File: src/rtl/vga_pkg.sv
// Shared VGA scan widths, screen size, colour type and blink state encoding.
package vga_pkg;
  localparam int X_W   = 10;
  localparam int Y_W   = 9;
  localparam int H_RES = 640;
  localparam int V_RES = 480;

  typedef logic [15:0] color_t;
  localparam color_t DEF_BG_COLOR = 16'hFFFF;

  typedef enum logic [1:0] {
    ST_STEADY,
    ST_BLINK_ON,
    ST_BLINK_OFF
  } blink_state_t;
endpackage

File: src/rtl/sprite_blink_fsm.sv
// Blink state machine and vsync-driven animation frame counter; advances only on vsync_tick.
// isplay low forces and holds frame 0, divider 0 and STEADY.
module sprite_blink_fsm import vga_pkg::*; #(
  parameter int FRAMES       = 1,
  parameter int FRAME_DIV    = 8,
  parameter int BLINK_PERIOD = 16,
  parameter int BLINK_COUNT  = 6,
  parameter int FW           = (FRAMES > 1) ? $clog2(FRAMES) : 1
) (
  input  logic          clk,
  input  logic          rst_n,
  input  logic          vsync_tick,
  input  logic          blink_req,
  input  logic          isplay,
  output logic          vis,
  output logic [FW-1:0] frame
);
  localparam int DW = (FRAME_DIV > 1) ? $clog2(FRAME_DIV) : 1;
  localparam int PW = (BLINK_PERIOD > 1) ? $clog2(BLINK_PERIOD) : 1;
  localparam int TW = $clog2(BLINK_COUNT + 1);

  logic [DW-1:0] r_div;
  logic [FW-1:0] r_frame;
  blink_state_t  r_state, w_state_nxt;
  logic [PW-1:0] r_hp, w_hp_nxt;
  logic [TW-1:0] r_tog, w_tog_nxt;

  always_ff @(posedge clk or negedge rst_n) begin
    if (!rst_n) begin
      r_div   <= '0;
      r_frame <= '0;
    end else if (!isplay) begin
      r_div   <= '0;
      r_frame <= '0;
    end else if (vsync_tick) begin
      if (r_div == DW'(FRAME_DIV - 1)) begin
        r_div   <= '0;
        r_frame <= (r_frame == FW'(FRAMES - 1)) ? '0 : r_frame + 1'b1;
      end else begin
        r_div <= r_div + 1'b1;
      end
    end
  end

  always_ff @(posedge clk or negedge rst_n) begin
    if (!rst_n) begin
      r_state <= ST_STEADY;
      r_hp    <= '0;
      r_tog   <= '0;
    end else begin
      r_state <= w_state_nxt;
      r_hp    <= w_hp_nxt;
      r_tog   <= w_tog_nxt;
    end
  end

  // blink_req outranks the tick that would end the sequence
  always_comb begin
    w_state_nxt = r_state;
    w_hp_nxt    = r_hp;
    w_tog_nxt   = r_tog;
    if (!isplay) begin
      w_state_nxt = ST_STEADY;
      w_hp_nxt    = '0;
      w_tog_nxt   = '0;
    end else if (blink_req) begin
      w_state_nxt = ST_BLINK_OFF;
      w_hp_nxt    = '0;
      w_tog_nxt   = '0;
    end else if (vsync_tick && r_state != ST_STEADY) begin
      if (r_hp == PW'(BLINK_PERIOD - 1)) begin
        w_hp_nxt = '0;
        if (r_tog == TW'(BLINK_COUNT - 1)) begin
          w_state_nxt = ST_STEADY;
          w_tog_nxt   = '0;
        end else begin
          w_state_nxt = (r_state == ST_BLINK_ON) ? ST_BLINK_OFF : ST_BLINK_ON;
          w_tog_nxt   = r_tog + 1'b1;
        end
      end else begin
        w_hp_nxt = r_hp + 1'b1;
      end
    end
  end

  assign vis   = (r_state != ST_BLINK_OFF);
  assign frame = r_frame;
endmodule

File: src/rtl/hint_sprite_anim.sv
// Animated, blinking sprite overlay; 2-cycle registered pixel pipeline, one pixel/clk, no backpressure.
// Build with HINT_SPRITE_TRANSPARENT_EN to make KEY_COLOR pixels transparent.
module hint_sprite_anim import vga_pkg::*; #(
  parameter int     WIDTH        = 177,
  parameter int     HEIGHT       = 26,
  parameter int     FRAMES       = 1,
  parameter int     FRAME_DIV    = 8,
  parameter int     BLINK_PERIOD = 16,
  parameter int     BLINK_COUNT  = 6,
  parameter color_t BG_COLOR     = DEF_BG_COLOR,
  parameter color_t KEY_COLOR    = 16'h0000,
  parameter int     ADDR_W       = $clog2(FRAMES * WIDTH * HEIGHT)
) (
  input  logic              clk,
  input  logic              rst_n,
  input  logic [X_W-1:0]    x,
  input  logic [Y_W-1:0]    y,
  input  logic [X_W-1:0]    posx,
  input  logic [Y_W-1:0]    posy,
  input  logic              isplay,
  input  logic              vsync_tick,
  input  logic              blink_req,
  output logic [ADDR_W-1:0] rom_addr,
  input  color_t            rom_data,
  output color_t            color,
  output logic              is_display
);
  localparam int FW          = (FRAMES > 1) ? $clog2(FRAMES) : 1;
  localparam int FRAME_WORDS = WIDTH * HEIGHT;
`ifdef HINT_SPRITE_TRANSPARENT_EN
  localparam bit P_TRANSP_EN = 1'b1;
`else
  localparam bit P_TRANSP_EN = 1'b0;
`endif

  logic          w_vis;
  logic [FW-1:0] w_frame;
  logic [X_W:0]  w_xend;
  logic [Y_W:0]  w_yend;
  logic [X_W-1:0] w_dx;
  logic [Y_W-1:0] w_dy;
  logic          w_in_win, w_hit, w_show;
  logic          r_hit_d1;

  sprite_blink_fsm #(
    .FRAMES      (FRAMES),
    .FRAME_DIV   (FRAME_DIV),
    .BLINK_PERIOD(BLINK_PERIOD),
    .BLINK_COUNT (BLINK_COUNT),
    .FW          (FW)
  ) u_blink (
    .clk       (clk),
    .rst_n     (rst_n),
    .vsync_tick(vsync_tick),
    .blink_req (blink_req),
    .isplay    (isplay),
    .vis       (w_vis),
    .frame     (w_frame)
  );

  // One extra bit on the far edges so sprites hanging off the right/bottom don't wrap
  assign w_xend   = {1'b0, posx} + (X_W+1)'(WIDTH);
  assign w_yend   = {1'b0, posy} + (Y_W+1)'(HEIGHT);
  assign w_in_win = (x >= posx) && ({1'b0, x} < w_xend) &&
                    (y >= posy) && ({1'b0, y} < w_yend);
  assign w_hit    = w_in_win && isplay && w_vis;

  assign w_dx     = x - posx;
  assign w_dy     = y - posy;
  assign rom_addr = ADDR_W'(32'(w_frame) * 32'(FRAME_WORDS) + 32'(w_dy) * 32'(WIDTH) + 32'(w_dx));

  assign w_show = r_hit_d1 && !(P_TRANSP_EN && rom_data == KEY_COLOR);

  always_ff @(posedge clk or negedge rst_n) begin
    if (!rst_n) begin
      r_hit_d1   <= 1'b0;
      color      <= BG_COLOR;
      is_display <= 1'b0;
    end else begin
      r_hit_d1   <= w_hit;
      color      <= w_show ? rom_data : BG_COLOR;
      is_display <= w_show;
    end
  end
endmodule

File: config.mk
export PLATFORM = sky130hd
export DESIGN_NAME = hint_sprite_anim
export DESIGN_NICKNAME = d
export VERILOG_FILES = /design/src/rtl/vga_pkg.sv /design/src/rtl/sprite_blink_fsm.sv /design/src/rtl/hint_sprite_anim.sv
export SDC_FILE = /design/constraint.sdc
export NUM_CORES = 1
export LEC_CHECK = 0
export CAP_MARGIN = 5
export CORE_MARGIN = 5
export CORE_UTILIZATION = 36
export CTS_BUF_LIST = sky130_fd_sc_hd__clkbuf_8 sky130_fd_sc_hd__clkbuf_16
export CTS_CLUSTER_DIAMETER = 80
export DETAILED_ROUTE_END_ITERATION = 6
export PLACE_DENSITY = 0.61
export SLEW_MARGIN = 15
export SYNTH_ARGS = -nofsm -noshare
export SYNTH_HDL_FRONTEND = slang
export SYNTH_SLANG_ARGS = --single-unit
export TNS_END_PERCENT = 30
File: constraint.sdc
create_clock -name clk -period 7.4 [get_ports clk]
set_input_delay 0.74 -clock clk [delete_from_list [all_inputs] [get_ports clk]]
set_output_delay 0.74 -clock clk [all_outputs]
set_load 0.01 [all_outputs]
==> impl_summary.md <==
Global route
The number of antenna violations at the first check in global routing is 0. The global-route wire length before repair is 14.5 mm. The largest net degree at the start of global routing is 28. For this run, the total global-route usage over all layers was measured as 13.2%. The via count of the first global-routing pass was 3204. The sum of overflow across all layers after global routing is 0.

Synthesis
The average cell area after synthesis is 9.13 um^2. The cell accounting for the most synthesized area is ha_1. The Yosys step of the flow raised 0 warnings.

Counting flops with a built-in enable in the synthesized netlist gives 0. The most common cell in the synthesized netlist is ha_1. Yosys attributes the largest share of cell area to ha_1 30%, dfstp_2 11%, fa_1 8.8%.

The distinct cell type count after synthesis is 48. Of the post-synthesis cell area, the dominant cell type holds 29.9%. Counting flops and latches in the post-synthesis netlist gives 27.

In the synthesized netlist the dominant register cell turns out to be dfstp_2. By count the netlist is led by 92 x ha_1, 72 x inv_1, 32 x xnor2_1. The sequential fraction of the synthesis area is 18.0%. In the synthesized netlist, the number of instances is 422. After synthesis, the share of flip-flops with an asynchronous set or reset is 100%.

The post-synthesis instance area is 3850 um^2. When the netlist entered floorplanning its net count stood at 590.

Route
The first-iteration detailed-routing DRC count is 102. The average routed wire per standard cell is 12.7 um. The routed layout has 3180 vias. The routed wire length is 8.37 mm. The routed length on met1 is 4.03 mm. The via density per instance is 4.82. The residual DRC count is 0. The top layer used by detailed routing is met4. The detailed route wirelength on metal3 is 311 um. Wire segments on met2 add up to 3.98 mm in the final route. The number of detailed-routing iterations run before antenna repair is 4. Once detail routing completed, the nets flagged for antenna violations numbered 0.

Cells and area
The share of final-layout standard cells stronger than drive strength 1 is 9.16%. The final cell area excluding filler cells is 5050 um^2. For this run, the number of standard cells in the final layout without fillers is 660. The number of diodes is 0. The area added between synthesis and finish is 31.1%. The layout has 980 filler cells.

The end-of-flow core utilization is 48.7%. The post-layout net count is 693.

Clock network
The TritonCTS clock tree is done. The clock net in this run drives a total of 27 sinks. The later pin in the worst-skew pair is clocked with a latency of 0.27 ns. CTS built an H-tree with a depth of 1. In this run, CTS created clock tree buffers numbering 3.

The number of buffers on the longest clock path is 2. The master cell of the clock root buffer is clkbuf_8. For this design, the CTS-stage hold fixing added 0 buffers. After clock tree synthesis, the clock-pin slew on the worst setup and hold paths is 0.08 ns.

Place
The estimated wirelength of the detail-placed design is 7.45 mm. The post-placement cell count is 655. Summing all placed instances gives a cell area of 4980 um^2. During placement, the flow inserted port buffers numbering 88.

The congestion estimate from routability-driven global placement came to 0.862.

Critical path
The type of destination of the critical path is an output pin. The endpoint identified for the worst register-to-register timing path is u_blink.r_tog[2]. For the worst setup path, the data required time is 6.66 ns.

The worst path arrival time is 6.26 ns. The number of cell instances on the worst register-to-register path is 5. In this run the critical register-to-register path is launched from u_blink.r_hp[0]. STA classifies the critical path startpoint as a primary input. The top fanout value on the critical path is 3. The setup slack on the worst flop-to-flop path is 5.54 ns. The type of the worst setup path is primary input to output pin.

Timing
The final count of negative-setup-slack endpoints is 0. Of the available clock period, the critical path in the final layout requires 94.5%. Static timing analysis puts the maximum clock frequency at 143 MHz.

After layout, the minimum clock period comes to 7.00 ns. The final-report max-slew violation count is 0. For the pin with the worst max-slew slack, the measured transition is 0.616 ns. The final count of hold timing violations is 0. Setup repair after global routing left no endpoint under its margin. Across all hold checks on the routed design, the worst slack comes to 0.466 ns.

The clock tree skew after final layout is 0.00180 ns. Headroom to the max-slew limit came out at 58.9%.

Power and ir drop
The power density over the cells is 384 nW/um^2. The analysis attributes to cell leakage a power of 2.41 nW. The worst-case IR drop observed on VDD is 0.585 mV.

Status
The run finished with clean final reports.

Run
The tool flagged a number of max-cap violations equal to 0.

Floorplan
The total die area is 12900 um^2. Measured along the x axis, the die boundary spans 113 um. During I/O placement, the number of pins put on the boundary was 89. The core region is 10400 um^2. After floorplanning, the core was divided into 37 placement rows. For this configuration, the core starts out at a cell density of 37.2%. The vertical die dimension is 113 um.

Hold path
In this run the worst hold path is classified as primary input to async pin.
## metal layers
metal,vias up,GRT usage (%)
met2,57,22.5
met1,1486,18.2
met3,4,2.18
met5,-,0
li1,1633,-
met4,0,1.44
## worst max path at each step
| stage | endpoint | slack, ns | cells past startpoint | start |
|---|---|---|---|---|
| 2_1_floorplan | rom_addr[12] | 1.21 | 23 | x[0] |
| 3_3_place_gp | rom_addr[12] | 0.09 | 25 | x[0] |
| 3_5_place_dp | rom_addr[12] | -0.04 | 25 | x[0] |
| 4_1_cts | rom_addr[12] | 0.05 | 25 | x[0] |
| 5_1_grt | rom_addr[11] | 0.13 | 24 | x[0] |
| 6_report | rom_addr[11] | 0.40 | 24 | x[0] |
## cell type report
cell class	count	area, um^2	share of cell area [%]
Multi-Input combinational cell	321	2910	57.5
Timing Repair Buffer	100	968	19.2
Sequential cell	27	696	13.8
Inverter	72	270	5.35
Tap cell	136	170	3.37
Clock buffer	3	41.3	0.817
Clock inverter	1	3.75	0.0743
## flip-flops by register name (all words and copies together) (netlist names)
signal,cells
u_blink.r_hp,4
color,16
r_hit_d1,1
u_blink.r_tog,3
is_display,1
u_blink.r_state,2
## what timing repair did
item,in CTS,in global routing
buffers inserted,0,1
setup endpoints to repair,1,2
gates resized for setup,1,11
pin swaps,0,1
## critical path, stage by stage
cell and delay (ns):
clkdlybuf4s50_1 0.45, inv_1 0.06, ha_1 0.23, fa_1 0.41, nor2b_1 0.13, o21ai_1 0.09
a21boi_2 0.20, o31ai_2 0.09, a21boi_1 0.14, ha_1 0.30, ha_1 0.28, inv_1 0.05
fa_1 0.48, inv_1 0.06, fa_1 0.47, ha_1 0.30, ha_1 0.30, buf_4 0.14
a21oi_1 0.20, o21bai_1 0.10, a21oi_1 0.21, o21ai_0 0.14, xor2_1 0.14, clkdlybuf4s50_1 0.55
## report_power, final
part           internal, mW  switching, mW
Sequential            0.152        0.00301
Combinational         0.937          0.767
Clock                0.0371         0.0428
Total                  1.13          0.813
## layout by cell type, fill, tap and decap left out, types with 7 or more instances in the layout
master,Yosys,routed
buf_4,0,12
nand2b_1,19,19
ha_1,92,92
dfstp_2,16,16
nor2_1,22,22
dfrtp_1,11,11
nor2b_1,7,7
xor2_1,7,7
clkdlybuf4s50_1,0,86
fa_1,17,17
a21oi_1,26,26
o21a_1,7,7
nand2_1,15,15
inv_1,72,73
o21ai_0,23,19
xnor2_1,32,31
## cell families after synthesis
kind of cell	synth area share [%]
AO/OA/AOI/OAI	13.9
XOR/XNOR	9.45
adder cells (fa/ha/maj)	38.7
AND/OR/NAND/NOR	12.7
buffers and inverters	7.24
flip-flops	18.0
## per-stage QoR
step / total power, mW / setup TNS (ns) / setup WS (ns)
after floorplan: 1.23 / 0 / 1.21
after global placement: 1.88 / 0 / 0.0850
after detailed placement: 1.89 / -0.0396 / -0.0396
after CTS: 1.99 / 0 / 0.0512
after global routing: 2.18 / 0 / 0.125
final: 1.94 / 0 / 0.404
Note: power is estimated with default switching activity, not from simulation.
